$ cat config.mk
export PLATFORM = sky130hd
export DESIGN_NAME = sigmoid_out_fifo
export DESIGN_NICKNAME = d
export VERILOG_FILES = /design/src/rtl/sigmoid_out_fifo.sv
export SDC_FILE = /design/constraint.sdc
export NUM_CORES = 1
export LEC_CHECK = 0
export BUFFER_PORTS_ARGS = -buffer_cell sky130_fd_sc_hd__buf_4
export CORE_ASPECT_RATIO = 1.1
export CORE_MARGIN = 4
export CORE_UTILIZATION = 48
export DETAILED_ROUTE_END_ITERATION = 6
export PLACE_DENSITY = 0.78
export SLEW_MARGIN = 20
export SYNTH_ARGS = -nofsm -noshare
export SYNTH_HDL_FRONTEND = slang
export SYNTH_SLANG_ARGS = --single-unit
$ cat constraint.sdc
create_clock -name clk -period 2.3 [get_ports clk]
set_input_delay 0.46 -clock clk [delete_from_list [all_inputs] [get_ports clk]]
set_output_delay 0.46 -clock clk [all_outputs]
set_load 0.05 [all_outputs]
$ cat src/rtl/sigmoid_out_fifo.sv
// Result queue behind the sigmoid unit: DEPTH x 16-bit FIFO built from flip-flop cells,
// with a sticky drop flag and a transistor tally of every cell in the design.

module sigmoid_out_dff_cell (
    input  logic        clk,
    input  logic        rst_n,
    input  logic        en,
    input  logic        d,
    output logic        q,
    output logic [50:0] number
);
    // Enable-DFF with async clear: 24 transistors per bit.
    assign number = 51'd24;

    always_ff @(posedge clk or negedge rst_n) begin
        if (!rst_n)  q <= 1'b0;
        else if (en) q <= d;
    end
endmodule

module sigmoid_out_fifo #(
    parameter int DEPTH = 4
) (
    input  logic                     clk,
    input  logic                     rst_n,
    input  logic                     i_in_valid,
    input  logic [15:0]              i_y,
    input  logic                     i_out_ready,
    input  logic                     i_clr_ovf,
    output logic [15:0]              o_y,
    output logic                     o_out_valid,
    output logic [$clog2(DEPTH):0]   o_count,
    output logic                     o_full,
    output logic                     o_overflow,
    output logic [50:0]              number
);
    localparam int AW      = $clog2(DEPTH);
    localparam int CW      = AW + 1;
    localparam int N_MEM   = DEPTH * 16;
    localparam int OFS_WP  = N_MEM;
    localparam int OFS_RP  = OFS_WP + AW;
    localparam int OFS_CNT = OFS_RP + AW;
    localparam int OFS_OVF = OFS_CNT + CW;
    localparam int N_CELLS = OFS_OVF + 1;

    logic [N_MEM-1:0] mem_q;
    logic [DEPTH-1:0] wr_en;
    logic [AW-1:0]    wptr_q, rptr_q, wptr_nxt, rptr_nxt;
    logic [CW-1:0]    count_q, count_nxt;
    logic             ovf_q, ovf_nxt;
    logic             push, pop, drop;
    logic [50:0]      num_cell [N_CELLS];

    assign o_out_valid = (count_q != '0);
    assign o_full      = (count_q == CW'(DEPTH));
    assign o_count     = count_q;
    assign o_overflow  = ovf_q;
    assign o_y         = o_out_valid ? mem_q[{rptr_q, 4'b0000} +: 16] : 16'h0000;

    // An empty queue never pops, so a push with ready asserted is a plain push.
    assign pop  = o_out_valid & i_out_ready;
    assign push = i_in_valid & (~o_full | pop);
    assign drop = i_in_valid & o_full & ~pop;

    always_comb begin
        wptr_nxt  = push ? wptr_q + AW'(1) : wptr_q;
        rptr_nxt  = pop  ? rptr_q + AW'(1) : rptr_q;
        count_nxt = count_q;
        if (push && !pop)      count_nxt = count_q + CW'(1);
        else if (pop && !push) count_nxt = count_q - CW'(1);
        ovf_nxt   = drop | (ovf_q & ~i_clr_ovf);
    end

    always_comb begin
        for (int e = 0; e < DEPTH; e++)
            wr_en[e] = push && (wptr_q == AW'(e));
    end

    for (genvar e = 0; e < DEPTH; e++) begin : g_entry
        for (genvar b = 0; b < 16; b++) begin : g_bit
            sigmoid_out_dff_cell u_cell (
                .clk(clk), .rst_n(rst_n), .en(wr_en[e]), .d(i_y[b]),
                .q(mem_q[e*16+b]), .number(num_cell[e*16+b])
            );
        end
    end

    for (genvar b = 0; b < AW; b++) begin : g_ptr
        sigmoid_out_dff_cell u_wp (
            .clk(clk), .rst_n(rst_n), .en(1'b1), .d(wptr_nxt[b]),
            .q(wptr_q[b]), .number(num_cell[OFS_WP+b])
        );
        sigmoid_out_dff_cell u_rp (
            .clk(clk), .rst_n(rst_n), .en(1'b1), .d(rptr_nxt[b]),
            .q(rptr_q[b]), .number(num_cell[OFS_RP+b])
        );
    end

    for (genvar b = 0; b < CW; b++) begin : g_cnt
        sigmoid_out_dff_cell u_cnt (
            .clk(clk), .rst_n(rst_n), .en(1'b1), .d(count_nxt[b]),
            .q(count_q[b]), .number(num_cell[OFS_CNT+b])
        );
    end

    sigmoid_out_dff_cell u_ovf (
        .clk(clk), .rst_n(rst_n), .en(1'b1), .d(ovf_nxt),
        .q(ovf_q), .number(num_cell[OFS_OVF])
    );

    always_comb begin
        number = '0;
        for (int i = 0; i < N_CELLS; i++)
            number = number + num_cell[i];
    end
endmodule

# Yosys cells after proc, flatten, opt, wreduce, memory -nomap -nowiden
# Index checks and enable logic that the tools add are counted.
# word_totals
ff_bits,72
inputBits,21
out_inout_bits,73
word_cells,105
# op_classes
add_sub_neg,4
n_eq_ne,4
shift,1
mux,3
bitwise,10
reduce_logical,11
# ops
operator,n
indexed part select 64 x 7 -> 16 bit,1
two-way mux 16 bit,1
logical AND 1 bit,6
two-way mux 3 bit,2
bitwise AND 1 bit,5
"adder 2 x 1 -> 2 bit, second input constant",2
"equality test 2 bit, second input constant",2
"adder 3 x 1 -> 3 bit, second input constant",1
"equality test 3 bit, second input constant",1
NOT 1 bit,3
nonzero test 3 bit,1
"subtractor 3 x 1 -> 3 bit, second input constant",1
"equality test 2 x 1 -> 1 bit, second input constant",1
logical NOT 1 bit,2
logical NOT 2 bit,1
OR 1 bit,2
nonzero test 2 bit,1

# Depth between registers and ports, before layout
# Gate-level depths: netlist of the first run.
# depth
word_depth,8
depth_mapped,9
depth_no_buf,8

# Cells and area by module
# Synthesis of the first run repeated with hierarchy kept, for this count alone.
# hier_totals
hier_cells,12397
area_unflattened_um2,121325.1
# by_module_without_submodules
mod,n_inst,cells_per_inst,area_per_inst_um2,seq_area_each_um2
sigmoid_out_fifo,1,8437,90335.4,0.0
sigmoid_out_dff_cell,72,55,430.4,25.0

# Worst setup path before layout of the first run
# OpenSTA, ideal clock, no wires.
# synth_path
path_type,reg2out
start,register g_cnt[0].u_cnt.q
end,output port o_y[10]
t_arrival_ns,1.930
required_ns,1.840
path_slack_ns,-0.090
stages_incl_launch_ff,5
n_path_buf,2
path_cell_list,dfrtp_1 or3_2 clkbuf_1 clkbuf_1 and2_1
# synth_between
elab_chain_len,2
# synth_rtl
element,line_no,source
start: declaration,9,"output logic q,"
start signal: assignment,16,if (!rst_n) q <= 1'b0;
start signal: assignment,17,else if (en) q <= d;
nonzero test 3 bit,54,assign o_out_valid = (count_q != '0);
net o_out_valid,31,"output logic o_out_valid,"
two-way mux 16 bit,58,"assign o_y = o_out_valid ? mem_q[{rptr_q, 4'b0000} +: 16] : 16'h0000;"
end: declaration,30,"output logic [15:0] o_y,"
# The timed path passes the listed nets, and every way through them passes these cells.

# Worst setup path after layout of the first run
# layout_path
start,register g_ptr[0].u_rp.q
end,output port o_y[10]
# layout_between
elab_chain_len,2
# layout_rtl
element,line_no
start: declaration,9
start signal: assignment,16
start signal: assignment,17
indexed part select 64 x 7 -> 16 bit,58
two-way mux 16 bit,58
# No other way between the ends.

==> impl_metrics.py, run 1 <==
metrics = {
    "clock_tree": {
        "clk_latency_ps": 340,
        "clockRootBuffer": "clkbuf_8",
        "clk_path_buf_depth": 2,
        "cts_hold_buf": 0,
        "cts_tree": "yes",
        "clkSinkCount": 72,
        "cts_max_level": 3,
        "cts.clk_slew.worst_paths_ps": 70,
        "cts_inserted_buffers": 9,
    },
    "drt": {
        "wl_met2_microns": 3380,
        "drcViolationCount": 0,
        "antenna_left": 0,
        "m1WireLength_microns": 2750,
        "drtIter0Drc": 74,
        "firstDrtPassIters": 4,
        "viasPerCell": 4.85,
        "finalWirelength_microns": 6670,
        "wl_per_cell_microns": 15.4,
        "top_layer_used": "met4",
        "vias": 2096,
        "dr_wl_met3_microns": 454,
    },
    "sta": {
        "setup_viol": 0,
        "tightest_slew_ps": 1010,
        "slew_violations": 0,
        "layout_worst_path_cycle_share_pct": 97.3,
        "period_minus_slack_ps": 2240,
        "fmax_mhz": 447,
        "rsz0062_at_grt": "yes",
        "finClkSkew_ps": 8.98,
        "relSlewSlack_pct": 32.6,
        "hold_violations": 0,
    },
    "logic_synthesis": {
        "synth_cells": 269,
        "ys_ff_latch": 72,
        "synth_top_family_by_area": "multiplexers",
        "synth_compound_area_share_pct": 0.266,
        "synth_area_sq_um": 3760,
        "yosys.area_share.adder_pct": 2.20,
        "muxShareOfSynthArea_pct": 29.4,
        "synth_xor_area_share_pct": 1.40,
        "yosys_warnings": 0,
        "synth_edf_count": 0,
        "async_reset_ff_share_pct": 100,
        "synth.yosys.seq_area_share_pct": 48.0,
        "synth_flop_cell": "dfrtp_1",
        "syn-mean-instance-area_sq_um": 14.0,
        "ys_types": 25,
        "synthSimpleGateAreaFrac_pct": 5.33,
    },
    "floorplanning": {
        "ioPinCount": 94,
        "rows": 33,
        "die-area_sq_um": 9310,
        "die_w_microns": 92.3,
        "die-height_microns": 101,
        "start_util_pct": 49.7,
        "design.core.area_sq_um": 7560,
    },
    "grt": {
        "antenna_found_initial": 0,
        "globalRouteOverflowTotal": 0,
        "grt_max_degree": 73,
        "grt_pass1_wl_microns": 10800,
        "grt_pass1_vias": 2178,
        "grt_usage_pct": 15.3,
    },
    "placed_design": {
        "place_hpwl_microns": 4600,
        "placed_cells": 411,
        "placement.io_buffers": 42,
        "gp_congestion": 0.748,
        "placed_cell_area_sq_um": 3980,
    },
    "worst_setup_path": {
        "worstSetupStartpointType": "flip-flop",
        "worstSetupPathType": "reg2out",
        "required_ps": 1840,
        "arrival_ps": 1780,
        "cp_max_fo": 11,
        "cp-end-kind": "primary output",
    },
    "layout": {
        "antenna_cells": 0,
        "fin_area_sq_um": 4230,
        "layout_commonest_cell": "dfrtp_1",
        "final_cell_mix": "dfrtp_1, mux2_2, buf_4, conb_1",
        "final_core_util_pct": 56.0,
        "num-fill-cells": 665,
        "final_nets": 349,
        "syn_to_final_growth_pct": 12.6,
        "drive_gt1_share_pct": 50.2,
        "final_cells": 432,
    },
    "run_status": {
        "status": "finished, final reports clean",
    },
    "hold_path": {
        "min_path_type": "in2async",
    },
    "flow_run": {
        "maxCapViolations": 0,
    },
}
-- state kept, by name (all words and copies together), names as in the netlist --
name and flops:
g_cnt.u_cnt.q 3, g_ptr.u_wp.q 2, g_ptr.u_rp.q 2, u_ovf.q 1
g_entry.g_bit.u_cell.q 64
-- synthesized netlist by cell type (2+ instances only) --
library cell	n	area, sq um
buf_6	3	33.8
dfrtp_1	72	1800
xnor2_1	4	35.0
conb_1	2	7.51
buf_2	3	15.0
mux4_2	16	360
ha_1	5	62.6
nor2_2	4	25.0
mux2_2	66	743
buf_4	54	405
clkbuf_1	2	7.51
nand2_1	5	18.8
xor2_1	2	17.5
inv_1	5	18.8
and2_1	16	100
-- what timing repair did --
action / in CTS / in global routing
gates cloned: 0 / 0
resized for setup: 2 / 5
pin swaps: 0 / 1
buffers inserted: 1 / 4
endpoints found under the setup margin: 17 / 18
-- stage by stage --
step                TNS (ps)  hold WS, ps  setup slack (ps)
floorplan                  0          164              8.54
global placement           0          478               105
detailed placement     -14.8          492             -14.8
CTS                        0          261              1.87
global route           -6.08          308             -6.08
finish                     0          226              62.8
-- worst max-delay path, stage by stage, from the launching register on --
cell and delay, ps:
dfrtp_1 380, buf_8 190, mux4_2 520, and2_1 170, buf_4 180
-- layout make-up --
class                           instances  area [sq um]  area share [%]
Clock buffer                           14           173            4.08
Clock inverter                          2          12.5           0.296
Inverter                                5          18.8           0.444
Multi-Input combinational cell        177          1650            39.0
Sequential cell                        72          1800            42.7
Tap cell                              105           131            3.11
Timing Repair Buffer                   57           439            10.4
-- worst paths after layout --
check	depth (start not counted)	to	slack, ps	from
hold reg to reg	1	g_entry[2].g_bit[10].u_cell.q	510	g_entry[2].g_bit[10].u_cell.q
setup reg to reg	7	g_cnt[1].u_cnt.q	110	g_cnt[0].u_cnt.q
max in group asynchronous	1	g_cnt[0].u_cnt.q	1460	rst_n
min in group clk	2	g_entry[0].g_bit[2].u_cell.q	370	i_y[2]
setup / recovery	4	o_y[10]	60	g_ptr[0].u_rp.q
hold / removal	1	u_ovf.q	230	rst_n
-- per-layer routing --
layer  vias to the layer above  global-route usage [%]
met2                        79                    26.0
met1                      1077                    18.4
met4                         0                    5.83
met5                         -                       0
met3                         7                    4.41
li1                        933                       -
-- kinds of logic after synthesis --
group / after synthesis
compound gates: 1
simple gates: 31
xor+xnor: 6
fa+ha+maj: 6
mux: 82
buf+inv: 69
flops: 72
other cells: 2
Power of run 1 is left out: the tool's default activity adds up to more than one toggle a clock period on the data nets, which glitch-free logic cannot reach.
==> run 2, diff against run 1 <==
- CORE_UTILIZATION: 48 -> 40
- PLACE_DENSITY: 0.78 -> 0.67
==> run 2 against run 1 <==
- cell count rose by 1.6%
- die area rose by 18%
- via count fell by 1.7%
- global-route usage fell by 2.3 points
- count of clock-buffer cells in the layout fell by 1
- cell area rose by 2.0%
- clock skew fell by 4.3 ps
- worst setup slack improved by 3.1 ps
- first-iteration DRC count fell by 16%
==> impl_metrics.py, run 2 (synthesis results as in run 1) <==
metrics = {
    "worst_setup_path": {
        "worstSetupStartpointType": "flip-flop",
        "worstSetupPathType": "reg2out",
        "required_ps": 1840,
        "cp_max_fo": 18,
        "critical-path-max-stage-delay_ps": 490,
        "critical_path.slowest_cell": "or3_2",
        "cp-end-kind": "primary output",
        "arrival_ps": 1770,
        "path_cells": "or3_2 -> buf_6 -> and2_1 -> buf_4",
    },
    "sta": {
        "fmax_mhz": 448,
        "setup_viol": 0,
        "tightest_slew_ps": 1020,
        "hold_violations": 0,
        "layout_worst_path_cycle_share_pct": 97.1,
        "relSlewSlack_pct": 32.2,
        "finClkSkew_ps": 4.66,
        "tns_ps": 0,
        "setup_slack_ps": 65.9,
        "rsz0062_at_grt": "yes",
        "period_minus_slack_ps": 2230,
        "hold_slack_ps": 65.4,
        "slew_violations": 0,
    },
    "grt": {
        "globalRouteOverflowTotal": 0,
        "grt_pass1_vias": 2118,
        "grt_max_degree": 40,
        "grt_usage_pct": 13.0,
        "antenna_found_initial": 0,
        "grt_pass1_wl_microns": 10800,
    },
    "floorplanning": {
        "die-height_microns": 110,
        "design.core.area_sq_um": 9010,
        "start_util_pct": 41.7,
        "rows": 36,
        "die-area_sq_um": 11000,
        "ioPinCount": 94,
        "die_w_microns": 100,
    },
    "drt": {
        "viasPerCell": 4.69,
        "drcViolationCount": 0,
        "finalWirelength_microns": 6720,
        "vias": 2060,
        "firstDrtPassIters": 4,
        "drtIter0Drc": 62,
        "wl_per_cell_microns": 15.3,
        "antenna_left": 0,
    },
    "layout": {
        "antenna_cells": 0,
        "drive_gt1_share_pct": 51.7,
        "regMostFlops": "g_entry.g_bit.u_cell.q",
        "num-fill-cells": 801,
        "final_nets": 348,
        "final_cells": 439,
        "layout_commonest_cell": "dfrtp_1",
        "final_cell_mix": "dfrtp_1, mux2_2, conb_1, buf_4, mux4_2",
        "largestRegisters": "g_entry.g_bit.u_cell.q (64), g_cnt.u_cnt.q (3)",
        "syn_to_final_growth_pct": 14.9,
        "largest_reg_flops": 64,
    },
    "clock_tree": {
        "cts_inserted_buffers": 9,
        "clkSinkCount": 72,
        "clockRootBuffer": "clkbuf_8",
        "clk_latency_ps": 340,
        "clk_path_buf_depth": 2,
        "cts.clk_slew.worst_paths_ps": 70,
        "cts_tree": "yes",
        "cts_max_level": 3,
    },
    "placed_design": {
        "place_hpwl_microns": 4560,
        "placement.io_buffers": 42,
        "pre_cts_ws_ps": 41.9,
        "gp_congestion": 0.748,
        "placed_cells": 418,
    },
    "flow_run": {
        "maxCapViolations": 0,
    },
    "run_status": {
        "status": "finished, final reports clean",
    },
    "hold_path": {
        "min_path_type": "in2async",
    },
}
==> run 2: worst paths after layout <==
path | startpoint | to | slack (ps) | cells after the start
max in group asynchronous | rst_n | g_entry[1].g_bit[5].u_cell.q | 1660 | 2
worst min-delay path | rst_n | g_cnt[0].u_cnt.q | 70 | 1
worst min register to register | g_entry[1].g_bit[3].u_cell.q | g_entry[1].g_bit[3].u_cell.q | 500 | 1
min in group clk | i_y[1] | g_entry[3].g_bit[1].u_cell.q | 380 | 2
worst max register to register | g_cnt[0].u_cnt.q | g_cnt[2].u_cnt.q | 90 | 8
worst max-delay path | g_cnt[0].u_cnt.q | o_y[2] | 70 | 4
==> run 2: layout make-up <==
cell class	instances	area (sq um)	share of cell area, %
tap	114	143	3.31
clock inverter	2	12.5	0.290
sequential	72	1810	41.9
multi-input combinational	177	1650	38.3
timing repair buffer	56	503	11.7
inverter	5	18.8	0.435
clock buffer	13	179	4.15
==> run 2: through the flow <==
stage | util, % | cell area (sq um)
after detailed placement | 44.3 | 3990
after CTS | 46.8 | 4220
after global routing | 47.9 | 4310
final | 47.9 | 4310
after global placement | 44.3 | 3990
after floorplan | - | 3940
==> run 2: worst max-delay path: cells and delay by family, from the launching register on <==
family	cells	cell delay, ps
flip-flops	1	420
buffers and inverters	2	380
AND/OR/NAND/NOR	2	640
==> run 2: routing by layer <==
layer | GRT usage, % | share of wire (%)
met5 | 0 | 0
met4 | 5.00 | 1.8
met1 | 17.0 | 44
met2 | 20.5 | 47
met3 | 3.68 | 7.0
==> run 2: repair_timing <==
| item | 4_1_cts | 5_1_grt |
|---|---|---|
| endpoints found under the setup margin | 16 | 17 |
| pin swaps | 0 | 0 |
| hold endpoints to repair | 0 | 0 |
| hold buffers | 0 | 0 |
| setup buffers | 3 | 3 |
| resized for setup | 3 | 19 |
Power of run 2 is left out for the same reason.
